**src/rtl/timer_arbiter.sv**
```systemverilog
// timer_arbiter
//   Shares one flex_counter-style timing resource between NUM_REQ requesters.
//   Each requester asks for an interval of N enabled ticks. The block grants
//   the counter to one requester at a time in round-robin order. It loads the
//   requested length as the rollover value, then clears and runs the counter.
//   When the count completes, the owner receives a one-cycle done pulse.
//
// Parameters
//   NUM_REQ       number of requesters (2..8)
//   NUM_CNT_BITS  counter width
//
// Ports
//   clk        in   system clock, rising edge
//   nrst       in   asynchronous active-low reset
//   req        in   level request per requester; held until done or withdrawn
//   req_len    in   packed lengths, requester i at [i*NUM_CNT_BITS +: NUM_CNT_BITS]
//   tick_en    in   count qualifier (prescaler strobe)
//   grant      out  one-hot owner of the counter, zero when idle
//   done       out  one-cycle completion pulse to the owner
//   busy       out  high whenever the arbiter is not idle
//   cur_count  out  current counter value
module timer_arbiter #(
  parameter int NUM_REQ      = 4,
  parameter int NUM_CNT_BITS = 8
) (
  input  logic                            clk,
  input  logic                            nrst,
  input  logic [NUM_REQ-1:0]              req,
  input  logic [NUM_REQ*NUM_CNT_BITS-1:0] req_len,
  input  logic                            tick_en,
  output logic [NUM_REQ-1:0]              grant,
  output logic [NUM_REQ-1:0]              done,
  output logic                            busy,
  output logic [NUM_CNT_BITS-1:0]         cur_count
);

  localparam int ID_W = (NUM_REQ > 1) ? $clog2(NUM_REQ) : 1;

  typedef enum logic [1:0] {
    IDLE = 2'd0,
    LOAD = 2'd1,
    RUN  = 2'd2,
    DONE = 2'd3
  } state_t;

  state_t                  state_reg, state_next;
  logic [ID_W-1:0]         owner_reg, owner_next;
  logic [ID_W-1:0]         last_id_reg, last_id_next;
  logic [NUM_CNT_BITS-1:0] len_reg, len_next;

  // Round-robin selection results.
  logic                    sel_found;
  logic [ID_W-1:0]         sel_id;
  logic [ID_W:0]           cand;
  logic [NUM_CNT_BITS-1:0] sel_len;
  logic                    owner_req;

  // Per-requester views of the packed inputs.
  logic [NUM_CNT_BITS-1:0] len_arr [NUM_REQ];
  logic [NUM_REQ-1:0]      owner_onehot;

  // Counter control and state.
  logic                    cnt_clear;
  logic                    cnt_enable;
  logic [NUM_CNT_BITS-1:0] count_reg, count_next;
  logic                    rollover_flag_reg, rollover_flag_next;

  genvar gi;
  generate
    for (gi = 0; gi < NUM_REQ; gi++) begin : g_req
      assign len_arr[gi]      = req_len[gi*NUM_CNT_BITS +: NUM_CNT_BITS];
      assign owner_onehot[gi] = (owner_reg == ID_W'(gi));
    end
  endgenerate

  assign sel_len   = len_arr[sel_id];
  assign owner_req = req[owner_reg];

  // Scan starts at last_id+1 and wraps. cand carries one extra bit so
  // last_id + NUM_REQ never overflows before the wrap subtraction.
  always_comb begin
    sel_found = 1'b0;
    sel_id    = '0;
    cand      = '0;
    for (int k = 1; k <= NUM_REQ; k++) begin
      cand = {1'b0, last_id_reg} + (ID_W+1)'(k);
      if (cand >= (ID_W+1)'(NUM_REQ)) begin
        cand = cand - (ID_W+1)'(NUM_REQ);
      end
      if (!sel_found && req[cand[ID_W-1:0]]) begin
        sel_found = 1'b1;
        sel_id    = cand[ID_W-1:0];
      end
    end
  end

  // State register and arbitration registers.
  always_ff @(posedge clk or negedge nrst) begin
    if (!nrst) begin
      state_reg   <= IDLE;
      owner_reg   <= '0;
      len_reg     <= '0;
      last_id_reg <= ID_W'(NUM_REQ - 1);
    end else begin
      state_reg   <= state_next;
      owner_reg   <= owner_next;
      len_reg     <= len_next;
      last_id_reg <= last_id_next;
    end
  end

  // Next-state logic.
  always_comb begin
    state_next   = state_reg;
    owner_next   = owner_reg;
    len_next     = len_reg;
    last_id_next = last_id_reg;
    case (state_reg)
      IDLE: begin
        if (sel_found) begin
          owner_next = sel_id;
          len_next   = sel_len;
          state_next = (sel_len == '0) ? DONE : LOAD;
        end
      end
      LOAD: begin
        if (!owner_req) begin
          state_next   = IDLE;
          last_id_next = owner_reg;
        end else begin
          state_next = RUN;
        end
      end
      RUN: begin
        // A withdrawn request wins over a rollover in the same cycle.
        if (!owner_req) begin
          state_next   = IDLE;
          last_id_next = owner_reg;
        end else if (rollover_flag_reg) begin
          state_next = DONE;
        end
      end
      DONE: begin
        state_next   = IDLE;
        last_id_next = owner_reg;
      end
      default: begin
        state_next = IDLE;
      end
    endcase
  end

  // Output and counter-control logic.
  always_comb begin
    grant      = '0;
    done       = '0;
    busy       = (state_reg != IDLE);
    cnt_clear  = 1'b1;
    cnt_enable = 1'b0;
    case (state_reg)
      IDLE: begin
        cnt_clear = 1'b1;
      end
      LOAD: begin
        grant     = owner_onehot;
        cnt_clear = 1'b1;
      end
      RUN: begin
        grant      = owner_onehot;
        cnt_clear  = !owner_req;
        // Gating on the flag makes the counter park at the length
        // instead of rolling over to 1.
        cnt_enable = tick_en & ~rollover_flag_reg;
      end
      DONE: begin
        grant     = owner_onehot;
        done      = owner_onehot;
        cnt_clear = 1'b1;
      end
      default: begin
        grant = '0;
      end
    endcase
  end

  // flex_counter core. Clear is synchronous and has priority. After
  // rollover_val the count wraps to 1. The flag is registered together with
  // the count, so it rises on the same edge that the count reaches rollover_val.
  always_comb begin
    count_next         = count_reg;
    rollover_flag_next = rollover_flag_reg;
    if (cnt_clear) begin
      count_next         = '0;
      rollover_flag_next = 1'b0;
    end else if (cnt_enable) begin
      if (count_reg == len_reg) begin
        count_next = NUM_CNT_BITS'(1);
      end else begin
        count_next = count_reg + NUM_CNT_BITS'(1);
      end
      rollover_flag_next = (count_next == len_reg);
    end
  end

  always_ff @(posedge clk or negedge nrst) begin
    if (!nrst) begin
      count_reg         <= '0;
      rollover_flag_reg <= 1'b0;
    end else begin
      count_reg         <= count_next;
      rollover_flag_reg <= rollover_flag_next;
    end
  end

  assign cur_count = count_reg;

endmodule
```
**config.mk**
```make
export PLATFORM = sky130hd
export DESIGN_NAME = timer_arbiter
export DESIGN_NICKNAME = d
export VERILOG_FILES = /design/src/rtl/timer_arbiter.sv
export SDC_FILE = /design/constraint.sdc
export NUM_CORES = 1
export LEC_CHECK = 0
export ABC_AREA = 1
export CAP_MARGIN = 25
export CORE_ASPECT_RATIO = 0.75
export CORE_MARGIN = 3
export CORE_UTILIZATION = 30
export CTS_CLUSTER_SIZE = 14
export DETAILED_ROUTE_END_ITERATION = 10
export PLACE_DENSITY = 0.54
export RECOVER_POWER = 25
export SLEW_MARGIN = 20
export SYNTH_ARGS = -nofsm -noshare
export SYNTH_HDL_FRONTEND = slang
export SYNTH_SLANG_ARGS = --single-unit
```
**constraint.sdc**
```tcl
create_clock -name clk -period 2.75 [get_ports clk]
set_clock_uncertainty 0.05 [all_clocks]
set_input_delay 0.4125 -clock clk [delete_from_list [all_inputs] [get_ports clk]]
set_output_delay 0.4125 -clock clk [all_outputs]
set_load 0.01 [all_outputs]
```
# ---- Word level (Yosys, flattened, before mapping)
# Cells that the tools add are included.
dict set report op_classes {
  add_sub_neg 9
  n_mul 0
  div 0
  order_cmp 10
  eq_ne 11
  shifts 0
  muxes 44
  bitwise 3
  reduce_logical 19
}
# operator count
set ops {}
lappend ops {{two-way mux 8 bit} 7}
lappend ops {{two-way mux 2 bit} 14}
lappend ops {{binary-select mux 8 bit (select 2 bit)} 1}
lappend ops {{== test 8 bit} 2}
lappend ops {{greater-or-equal comparator 3 bit (second input constant)} 5}
lappend ops {{less-than comparator 2 x 3 -> 1 bit (second input constant)} 5}
lappend ops {{two-way mux 1 bit} 12}
lappend ops {{binary-select mux 1 bit (select 2 bit)} 5}
lappend ops {{adder 8 x 1 -> 8 bit (second input constant)} 1}
lappend ops {{== test 2 bit (second input constant)} 4}
lappend ops {{logical NOT 8 bit} 1}
lappend ops {{two-way mux 4 bit} 2}
lappend ops {{one-hot mux 2 bit (4 select lines)} 1}
lappend ops {{subtractor 2 x 1 -> 2 bit (second input constant)} 4}
lappend ops {{adder 2 x 2 -> 3 bit (second input constant)} 2}
lappend ops {{AND reduction 2 bit} 3}
lappend ops {{nonzero test 2 bit} 3}
lappend ops {{OR reduction 3 bit} 2}
lappend ops {{== test 2 x 1 -> 1 bit (second input constant)} 2}
lappend ops {{logical NOT 1 bit} 4}
lappend ops {{logical NOT 2 bit} 2}
lappend ops {{inequality test 2 bit (second input constant)} 2}
lappend ops {{one-hot mux 2 bit (2 select lines)} 1}
lappend ops {{adder 2 x 1 -> 3 bit (second input constant)} 1}
lappend ops {{other kinds (8)} 10}
dict set report word_totals {
  regBits 23
  latch_bits 0
  ramBits 0
  mem_bits_ro 0
  output_inout_bits 17
  wordCells 102
  mem_count 0
}

# ---- Longest topological paths before layout
# Gate-level depths: netlist (run 1).
dict set report logic_depth {
  word_depth 23
  mapped_depth 21
}

# ---- Least setup slack after synthesis (run 1)
# Ideal clock, no wire load.
dict set report synth_timing {
  path_type {reg-to-reg}
  from {reg last_id_reg[0]}
  to {reg state_reg[1]}
  setup_ns 0.117
  arrival_time_ns 1.922
  required_time_ns 2.583
  setup_slack_ns 0.662
  stages_incl_launch_ff 20
  path_buffers 2
  period_less_slack_ns 2.088
  cell_sequence {dfstp_2 -> buf_6 -> inv_4 -> nand2_2 -> nand2_1 -> nand2_1 -> nand2_1 -> nor2_4 -> nand3_4 -> nand2_4 -> buf_2 -> nand3_1 -> nand3_1 -> nand2_1 -> nand2_1 -> nor2_1 -> nand2_1 -> nand2_1 -> nand2_1 -> nand2_1}
}
dict set report synth_via {
  elab_chain_cells 23
  word_cells_on_any_way 48
  classes_between {add/sub: 8; order compare: 4; eq/ne: 1; mux: 26; bitwise: 1; reduce/logical: 8}
}
# element line
set synth_rtl {}
lappend synth_rtl {{from (decl)} 48} ;# logic [ID_W-1:0] last_id_reg, last_id_next;
lappend synth_rtl {{from (signal assigned)} 103} ;# last_id_reg <= ID_W'(NUM_REQ - 1);
lappend synth_rtl {{from (signal assigned)} 108} ;# last_id_reg <= last_id_next;
lappend synth_rtl {{adder 2 x 1 -> 3 bit} 86} ;# cand = {1'b0, last_id_reg} + (ID_W+1)'(k);
lappend synth_rtl {{greater-or-equal comparator 3 bit / subtractor 2 x 1 -> 2 bit (equally long branches)} {87, 88}}
lappend synth_rtl {{two-way mux 2 bit} 87} ;# if (cand >= (ID_W+1)'(NUM_REQ)) begin
lappend synth_rtl {{binary-select mux 1 bit (select 2 bit)} 90} ;# if (!sel_found && req[cand[ID_W-1:0]]) begin
lappend synth_rtl {{two-way mux 1 bit (implied by the code)} 90}
lappend synth_rtl {{two-way mux 1 bit} 90}
lappend synth_rtl {{logical NOT 1 bit} 90}
lappend synth_rtl {{logical AND 1 bit} 90}
lappend synth_rtl {{[... 6 more ...]} -}
lappend synth_rtl {{two-way mux 2 bit} 90}
lappend synth_rtl {{inverter 2 -> 3 bit (implied by the code)} 76} ;# assign sel_len = len_arr[sel_id];
lappend synth_rtl {{binary-select mux 8 bit (select 2 bit)} 76}
lappend synth_rtl {{two-way mux 8 bit (implied by the code) (2 in series)} 76}
lappend synth_rtl {{logical NOT 8 bit} 123} ;# state_next = (sel_len == '0) ? DONE : LOAD;
lappend synth_rtl {{two-way mux 2 bit} 123}
lappend synth_rtl {{two-way mux 2 bit} 120} ;# if (sel_found) begin
lappend synth_rtl {{one-hot mux 2 bit (4 select lines)} 118} ;# case (state_reg)
lappend synth_rtl {{to (signal assigned)} 105} ;# state_reg <= state_next;
lappend synth_rtl {{to (decl)} 46} ;# state_t state_reg, state_next;
# Parallel ways exist; a longest one is shown, timed or not. The select of a mux whose other input is x is not followed.
# A chain may end at the register's enable or synchronous reset.

# ---- Final worst setup path (run 1)
# Same ends and word-level chain as after synthesis.

==> metrics.md, run 1 <==
| Metric | Value |
|---|---|
| Inserted Clock Buffers | 3 |
| DRT antenna net count | 0 |
| Crit path max-delay cell type | dfstp_2 |
| Routed vias/inst | 4.70 |
| Leakage Power | 1.21 nW |
| Yosys warning count | 0 |
| Initial antenna violation count | 0 |
| Final Hold Vio Count | 0 |
| Ratio of cells with drive above 1 in the final layout | 6.83% |
| Worst-margin pin slew | 692 ps |
| Die Width | 99.6 µm |
| Global placement routability congestion | 0.815 |
| Clock Path Buffers | 2 |
| Synthesized area | 0.00197 mm² |
| Unrepaired setup endpoints after global routing | no |
| Final wirelength | 5230 µm |
| Overflow after GRT | 0 |
| Syn nets | 354 |
| WS Path Type | flip-flop to flip-flop |
| Period utilisation layout | 88.4% |
| CTS H-tree lvls | 1 |
| Slew HR | 53.7% |
| Synth area leaders | dfrtp_1 27%, nand2_1 21%, nand3_1 12% |
| Area Growth Syn to Fin | 34.6% |
| CTS sink cnt | 23 |
| Fmax | 411 MHz |
| Critical path's most frequent cell | nand2_1 |
| Die footprint | 0.00758 mm² |
| Die H | 76.2 µm |
| Final #Nets | 411 |
| Max Cap Viol | 0 |
| Core Box Area | 0.00607 mm² |
| Yosys top cell area share | 26.7% |
| #FFs+latches synth | 23 |
| IO Pins | 56 |
| Status | finished clean |
| Sequential area share after synthesis | 29.4% |
| Clock root buffer | clkbuf_8 |
| Drt pass-1 iters | 4 |
| Worst-path maximum fanout | 17 |
| TritonCTS clock tree | done |
| GRT Total Usage | 14.2% |
| Power Total | 2.92 mW |
| Final setup viols | 0 |
| Drt wl/cell | 11.8 µm |
| Min Tclk post-route | 2430 ps |
| Critical Path Start Type | flip-flop |
| Worst Setup End Kind | flip-flop |
| Max IR drop VDD | 418 µV |
| Skew-Pair Late Insertion Delay | 270 ps |
| Synth Area per Inst | 6.35 µm² |
| Hold Crit Class | flip-flop to flip-flop |
| Via Count | 2087 |
| HPWL Detailed | 4330 µm |
| Max Slew Vio Count | 0 |
| Num rows | 24 |
| # diodes | 0 |
| CP peak stage delay | 630 ps |
| Pwr Density | 1100 mW/mm² |
| Clk pin slew, worst setup/hold paths | 80 ps |
| Largest net degree at the start of global routing | 21 |
| Starting DRT DRC Count | 118 |
| Global-route wire length before repair | 9040 µm |
| Initial Util | 32.5% |
| WP data required | 2910 ps |
| Setup TNS | 0 ps |
| Critical Path, Cell by Cell | buf_4 -> nand2_1 -> nand3_1 -> nand2_1 -> nor2_4 -> nand3_4 -> nand2_4 -> nand2_4 -> nand2_1 -> nand3_1 -> nand2_1 -> nand2_1 -> nor2_1 -> nand2_1 -> nand2_1 -> nand2_1 -> nand2_1 |
| Data arrival, critical path | 2590 ps |
| I/O Buffers | 55 |
| DRC viols | 0 |
| Synthesized instance count | 310 |
| Vias in the first global route | 1951 |
| Post-synth cell types | 31 |
| Leading area contributor after synthesis | dfrtp_1 |
[synthesized netlist by cell type]
| library cell | count |
|---|---|
| dfstp_2 | 2 |
| nand4_1 | 3 |
| nor2_4 | 2 |
| o31ai_1 | 1 |
| nand2_4 | 2 |
| nand2_2 | 8 |
| dfrtp_1 | 21 |
| a31oi_1 | 1 |
| buf_2 | 2 |
| nand3b_1 | 1 |
| nor3_1 | 2 |
| inv_4 | 1 |
| o21ai_2 | 1 |
| buf_6 | 2 |
| o22ai_1 | 9 |
| clkbuf_1 | 2 |
| a22oi_1 | 1 |
| o21a_1 | 1 |
| inv_2 | 1 |
| nand3_4 | 1 |
| nand3_1 | 48 |
| a21oi_2 | 1 |
| a21oi_1 | 2 |
| nor2_1 | 25 |
| xnor2_1 | 4 |
| xor2_1 | 5 |
| o21ai_0 | 15 |
| clkinv_1 | 1 |
| inv_1 | 32 |
| ha_1 | 5 |
| nand2_1 | 108 |
[cell families after synthesis]
kind of cell	count (synthesis)	share of synthesized area, %
AOI/OAI and AO/OA	32	9.53
xor gates and xnor gates	9	4.00
buffers and inverters	41	8.83
and+or+nand+nor	200	45.1
adders and majority gates	5	3.18
DFF	23	29.4
[area by class of cell]
class | instances | area, µm²
fillers | 621 | 3420
multi-input cells | 246 | 1220
flip-flops and latches | 23 | 578
repair buffers | 58 | 573
inverters | 35 | 134
well taps | 78 | 97.6
clock buffers | 4 | 45.0
[stage by stage]
step           std cells  setup slack, ps  cell area, µm²  hold slack [ps]  util (%)
2_1_floorplan        310              662            1970             66.9         -
3_3_place_gp         438              106            2580              463      42.6
3_5_place_dp         438              117            2580              467      42.6
4_1_cts              442              300            2630              487      43.4
5_1_grt              444             28.1            2650              520      43.7
6_report             444              319            2650              483      43.7
[worst paths after layout]
kind,slack (ps),cells after the start,end,startpoint
max,320,17,state_reg[1],last_id_reg[0]
min in group asynchronous,570,1,state_reg[0],nrst
min,480,2,len_reg[7],len_reg[7]
max in group asynchronous,1500,2,cur_count[0],nrst
max reg2reg,320,17,state_reg[1],last_id_reg[0]
min reg2reg,480,2,len_reg[7],len_reg[7]
[per-layer routing]
layer | track usage, % | wire (µm) | vias to the layer above
met2 | 19.0 | 1970 | 66
met4 | 2.86 | 52 | 0
met3 | 2.29 | 292 | 5
li1 | - | - | 1122
met1 | 23.3 | 2920 | 894
met5 | 0 | 0 | -
[critical path: cells and delay by family (launching register included)]
kind	cells	cell delay, ps
AND/OR/NAND/NOR	16	1530
flip-flops	1	630
buffers and inverters	1	150
[power breakdown]
part           leakage (nW)  internal [mW]  switching (mW)  total [mW]
Clock                0.0228          0.104           0.109       0.212
Sequential            0.293          0.469           0.135       0.604
Combinational         0.895          0.769            1.33        2.10
[layout by cell type, fill, tap and decap left out, types with 2 or more instances in the layout]
cell             instances
o21ai_0                 15
xnor2_1                  4
nor3_1                   2
nand4_1                  3
xor2_1                   5
o22ai_1                  9
dfstp_2                  2
buf_4                    3
nand2_1                108
nand3_1                 48
nor2_4                   2
inv_1                   32
ha_1                     5
dfrtp_1                 21
a21oi_1                  2
clkbuf_8                 3
clkdlybuf4s50_1         54
nor2_1                  25
nand2_2                  7
nand2_4                  3
[repair_timing]
| item | CTS | global route |
|---|---|---|
| gates resized for setup | 0 | 1 |
| buffers inserted | 0 | 2 |
| hold buffers | 0 | 0 |
| setup endpoints to repair | 0 | 1 |
(Power assumes the default switching activity.)
==> run 2: changes to the inputs <==
- CELL_PAD_IN_SITES_DETAIL_PLACEMENT: default -> 1
- CELL_PAD_IN_SITES_GLOBAL_PLACEMENT: default -> 1
- PLACE_DENSITY: 0.54 -> 0.74
==> run 2 against run 1 <==
  * Via count increased by 3.9%
  * First-iteration DRC count decreased by 13%
  * Clock power about the same
  * Combinational power increased by 5%
  * Total power increased by 3.5%
  * Non-clock buffer count decreased by 1
  * Die area unchanged
  * Critical endpoint unchanged
  * Sequential power about the same
==> metrics.md, run 2 (synthesis results as in run 1) <==
| Metric | Value |
|---|---|
| Status | finished clean |
| Period utilisation layout | 89.1% (+0.68 points) |
| R2R Path End | state_reg[1] |
| WHS Endpoint | len_reg[4] |
| IO Pins | 56 (unchanged) |
| Clk pin slew, worst setup/hold paths | 80 ps (about the same) |
| Worst-margin pin slew | 681 ps (-10.0 ps) |
| Critical Path, Cell by Cell | inv_4 -> nand2_1 -> nand2_1 -> nand2_1 -> nand2_1 -> inv_1 -> nand2_1 -> o21ai_2 -> nand3_1 -> nand2_1 -> nand2_1 -> nor2_1 -> nand2_1 -> nand2_1 -> nand2_1 -> nand2_1 |
| GRT Total Usage | 16.8% (+2.6 points) |
| Drt wl/cell | 13.9 µm (+18%) |
| Vias in the first global route | 2235 (+15%) |
| Reg2Reg Depth | 16 (-1) |
| Worst Setup End Kind | flip-flop |
| Global placement routability congestion | 0.831 (+1.9%) |
| TritonCTS clock tree | done |
| Setup WS pre-CTS | 54.9 ps (-61.8 ps) |
| Initial antenna violation count | 0 (unchanged) |
| Hold_ws | 486 ps (+2.47 ps) |
| Unrepaired setup endpoints after global routing | no |
| Ratio of cells with drive above 1 in the final layout | 6.30% (-0.53 points) |
| Final Hold Vio Count | 0 (unchanged) |
| Min Tclk post-route | 2450 ps (+18.7 ps) |
| Final wirelength | 6160 µm (+18%) |
| Reg-to-Reg Start | last_id_reg[0] |
| Clock root buffer | clkbuf_8 |
| HP Start | len_reg[4] |
| # diodes | 0 (unchanged) |
| Largest net degree at the start of global routing | 21 (unchanged) |
| R2r setup slk | 300 ps (-20 ps) |
| Overflow after GRT | 0 (unchanged) |
| Post-DP Area | 0.00258 mm² (unchanged) |
| DRT antenna net count | 0 (unchanged) |
| Delay-heaviest family, CP | simple AND/OR/NAND/NOR gates |
| Fmax | 408 MHz (-0.76%) |
| Initial Util | 32.5% (unchanged) |
| Max Slew Vio Count | 0 (unchanged) |
| I/O Buffers | 55 (unchanged) |
| Critical path's most frequent cell | nand2_1 |
| Hold path depth | 2 (unchanged) |
| Crit path from | last_id_reg[0] |
| Die Width | 99.6 µm (unchanged) |
| Max Cap Viol | 0 (unchanged) |
| Crit path max-delay cell type | dfstp_2 |
| Global-route wire length before repair | 10600 µm (+17%) |
| CTS H-tree lvls | 1 (unchanged) |
| Leakage Power | 1.21 nW (-0.29%) |
| Post-route worst setup slack | 300 ps (-18.7 ps) |
| DRC viols | 0 (unchanged) |
| Bufs and invs on worst path | 2 (+1) |
| WS Path Type | flip-flop to flip-flop |
| Via Count | 2169 (+3.9%) |
| Worst-path maximum fanout | 9 (-8) |
| Final setup viols | 0 (unchanged) |
| Clock Path Buffers | 2 (unchanged) |
| Commonest non-fill, non-tap cell in the layout | nand2_1 |
| Pwr Density | 1130 mW/mm² (+3.1%) |
| Slew HR | 54.4% (+0.67 points) |
| Finished layout cell area | 0.00266 mm² (+0.38%) |
| Skew-Pair Late Insertion Delay | 260 ps (about the same) |
| Starting DRT DRC Count | 103 (-13%) |
| HPWL Detailed | 5110 µm (+18%) |
| Max IR drop VDD | 382 µV (-8.7%) |
| Data arrival, critical path | 2610 ps (+20 ps) |
| Hold Crit Class | flip-flop to flip-flop |
| Die H | 76.2 µm (unchanged) |
| WP data required | 2910 ps (about the same) |
| Routed vias/inst | 4.90 (+4.2%) |
| Die footprint | 0.00758 mm² (unchanged) |
| Drt pass-1 iters | 4 (unchanged) |
| Power Total | 3.02 mW (+3.5%) |
| CTS sink cnt | 23 (unchanged) |
| Area Growth Syn to Fin | 35.1% |
| Num rows | 24 (unchanged) |
| Setup TNS | 0 ps (unchanged) |
| CP peak stage delay | 630 ps (about the same) |
| Critical Path Start Type | flip-flop |
| Inserted Clock Buffers | 3 (unchanged) |
| Core Box Area | 0.00607 mm² (unchanged) |
| Commonest non-fill, non-tap cells in the layout | 108 x nand2_1, 54 x clkdlybuf4s50_1, 48 x nand3_1 |
| Final #Nets | 410 (-0.24%) |
-- run 2: changes by cell type in the layout (fill, tap and decap cells not counted) --
cell      previous run  this run
buf_4                3         0
buf_12               0         1
clkbuf_1             1         2
nand2_4              3         2
nand2_8              0         1
-- run 2: per-stage QoR --
stage,std cells,util [%]
after floorplan,310,-
after global placement,438,42.6
after detailed placement,438,42.6
after CTS,442,43.4
after global routing,443,43.9
final,443,43.9
-- run 2: worst max path at each step --
stage	depth (start not counted)	end
2_1_floorplan	19	state_reg[1]
3_3_place_gp	18	state_reg[1]
3_5_place_dp	18	state_reg[1]
4_1_cts	18	state_reg[1]
5_1_grt	16	state_reg[1]
6_report	16	state_reg[1]
-- run 2: routing by layer --
metal	up-vias	track usage [%]	share of wire, %	wire, µm
li1	1112	-	-	-
met1	999	25.5	53	3280
met2	54	24.7	42	2570
met3	4	2.29	4.5	279
met4	0	3.96	0.54	33
met5	-	0	0	0
-- run 2: final cells by class --
class | count | area [µm²]
flip-flops and latches | 23 | 578
inverters | 35 | 134
repair buffers | 57 | 574
well taps | 78 | 97.6
multi-input cells | 246 | 1230
fillers | 810 | 3410
clock buffers | 4 | 45.0
-- run 2: report_power, final --
part | internal (mW) | switching (mW) | leakage [nW]
clock network | 0.104 | 0.109 | 0.0228
logic | 0.786 | 1.41 | 0.892
registers | 0.469 | 0.138 | 0.293
total | 1.36 | 1.66 | 1.21
-- run 2: repair_timing --
action,4_1_cts,5_1_grt
buffers inserted,0,1
setup endpoints to repair,0,1
endpoints found under the hold margin,0,0
gates resized for setup,0,2
hold buffers,0,0
-- run 2: worst register-to-register path, stage by stage, from the launching register on --
cell     delay (ps)
dfstp_2         630
inv_4           110
nand2_1          70
nand2_1          80
nand2_1         110
nand2_1         100
inv_1           120
nand2_1         100
o21ai_2         390
nand3_1         160
nand2_1         120
nand2_1          60
nor2_1           90
nand2_1          60
nand2_1          60
nand2_1          50
nand2_1          50
==> run 3: changes to the inputs <==
- CORE_UTILIZATION: 30 -> 35
- PLACE_DENSITY: 0.74 -> 0.84
- clock period: 2.75 -> 3.17 ns (I/O delays scaled with it)
==> run 3 against run 2 <==
  * Hold slack worse by 9.6 ps
  * Sequential share of layout area up 0.33 points
  * Largest power group unchanged
  * Register-to-register slack better by 320 ps
  * Non-clock buffer count down 1
  * Critical path depth up 2
  * Critical endpoint unchanged
  * Total power down 15%
  * Largest cell class unchanged
  * Count of clock-buffer cells in the layout down 1
  * Maximum frequency down 4.0%
==> metrics.md, run 3 (synthesis results as in run 1) <==
| Metric | Value |
|---|---|
| Data arrival, critical path | 2710 ps (+100 ps) |
| Post-CTS Setup Repair Bufs | 0 (unchanged) |
| CTS sink cnt | 23 (unchanged) |
| Die footprint | 0.00657 mm² (-13%) |
| Status | finished clean |
| Worst-path maximum fanout | 17 (+8) |
| CTS-repair resized insts | 0 (unchanged) |
| Hold Crit Class | flip-flop to flip-flop |
| Placed Instances | 432 (-1.4%) |
| Final Hold Vio Count | 0 (unchanged) |
| GRT Total Usage | 19.5% (+2.7 points) |
| I/O Buffers | 55 (unchanged) |
| Power Total | 2.57 mW (-15%) |
| Fmax | 392 MHz (-4.0%) |
| Commonest non-fill, non-tap cells in the layout | 108 x nand2_1, 54 x clkdlybuf4s50_1, 48 x nand3_1 |
| Initial antenna violation count | 0 (unchanged) |
| Starting DRT DRC Count | 87 (-16%) |
| Via Count | 2181 (+0.55%) |
| Clk pin slew, worst setup/hold paths | 90 ps (about the same) |
| HP Start | len_reg[5] |
| Slew HR | 18.2% (-36 points) |
| Global placement routability congestion | 0.802 (-3.4%) |
| DRC viols | 0 (unchanged) |
| Period utilisation layout | 80.5% (-8.6 points) |
| TritonCTS clock tree | done |
| Hold_ws | 476 ps (-9.64 ps) |
| Critical Path Start Type | flip-flop |
| Leakage Power | 1.20 nW (-0.95%) |
| Global-route wire length before repair | 10700 µm (+1.3%) |
| Final design utilization | 50.9% (+7.0 points) |
| Commonest non-fill, non-tap cell in the layout | nand2_1 |
| Largest net degree at the start of global routing | 24 (+14%) |
| Initial Util | 38.3% (+5.8 points) |
| Die Width | 92.6 µm (-7.0%) |
| Max Cap Viol | 0 (unchanged) |
| Max Slew Vio Count | 0 (unchanged) |
| Final #Nets | 409 (-0.24%) |
| Worst Setup End Kind | flip-flop |
| FILL cells | 712 (-12%) |
| Inserted Clock Buffers | 3 (unchanged) |
| CTS H-tree lvls | 1 (unchanged) |
| Clock Path Buffers | 2 (unchanged) |
| Finished Layout Cells | 436 (-1.6%) |
| IO Pins | 56 (unchanged) |
| Unrepaired setup endpoints after global routing | no |
| Worst-margin pin slew | 1230 ps (+546 ps) |
| Die H | 71.0 µm (-6.8%) |
| Pwr Density | 981 mW/mm² (-14%) |
| Area Growth Syn to Fin | 33.0% |
| Ratio of cells with drive above 1 in the final layout | 6.32% (+0.017 points) |
| WP data required | 3330 ps (+420 ps) |
| Core Box Area | 0.00515 mm² (-15%) |
| Skew-Pair Late Insertion Delay | 270 ps (about the same) |
| DRT antenna net count | 0 (unchanged) |
| Drt pass-1 iters | 4 (unchanged) |
| HPWL Detailed | 5170 µm (+1.2%) |
| WS Path Type | flip-flop to flip-flop |
| Num rows | 22 (-8.3%) |
| Min Tclk post-route | 2550 ps (+101 ps) |
| Drt wl/cell | 14.2 µm (+2.3%) |
| # diodes | 0 (unchanged) |
| Hold buffers post-CTS | 0 (unchanged) |
| Max IR drop VDD | 394 µV (+3.2%) |
| Routed vias/inst | 5.00 (+2.2%) |
| Final setup viols | 0 (unchanged) |
| Overflow after GRT | 0 (unchanged) |
| Clock root buffer | clkbuf_8 |
| Setup TNS | 0 ps (unchanged) |
| Reg-to-Reg Start | last_id_reg[0] |
| Final wirelength | 6200 µm (+0.73%) |
| Vias in the first global route | 2280 (+2.0%) |
| Crit path from | last_id_reg[0] |
## run 3: changes by cell type in the layout (fill, tap and decap cells not counted), sizes merged
cell / previous run / this run
buf: 1 / 0
clkbuf: 5 / 4
clkinv: 1 / 2
## run 3: cell type report
class,count,area (µm²),share of cell area (%)
timing repair buffer,56,554,21.2
sequential,23,578,22.1
clock buffer,3,41.3,1.58
inverter,35,134,5.11
multi-input combinational,246,1220,46.5
tap,72,90.1,3.44
clock inverter,1,5.00,0.191
## run 3: final timing paths
kind,end,slack [ps],depth (start not counted)
hold / removal,len_reg[5],480,2
min in group asynchronous,rollover_flag_reg,930,2
setup reg to reg,state_reg[1],620,18
setup / recovery,state_reg[1],620,18
max in group asynchronous,len_reg[0],1410,2
hold reg to reg,len_reg[5],480,2
## run 3: per-stage QoR
| step | setup slack [ps] | instance area [µm²] |
|---|---|---|
| floorplan | 1080 | 1970 |
| global placement | 436 | 2580 |
| detailed placement | 404 | 2580 |
| CTS | 600 | 2620 |
| global route | 275 | 2620 |
| finish | 619 | 2620 |
## run 3: power breakdown
group | internal (mW) | total (mW) | switching [mW]
Sequential | 0.407 | 0.528 | 0.121
Combinational | 0.648 | 1.86 | 1.21
Clock | 0.0879 | 0.186 | 0.0983
Total | 1.14 | 2.57 | 1.43
## run 3: worst max-delay path: stages (launching register included)
cell and delay, ps:
dfstp_2 660, inv_4 110, nand2_1 70, nand2_1 80
nand2_1 110, nand2_1 90, nand2_1 80, nand2_2 70
nand2_2 270, nand2_4 190, nand2_1 100, nand3_1 80
nand2_1 120, nand2_1 50, nor2_1 110, nand2_1 70
nand2_1 60, nand2_1 50, nand2_1 60
## run 3: routing by layer
layer | vias to the layer above | share of wire, % | GRT usage, %
met1 | 1018 | 52 | 29.7
li1 | 1108 | - | -
met4 | 0 | 0.77 | 2.93
met5 | - | 0 | 0
met3 | 5 | 4.1 | 1.59
met2 | 50 | 43 | 30.6
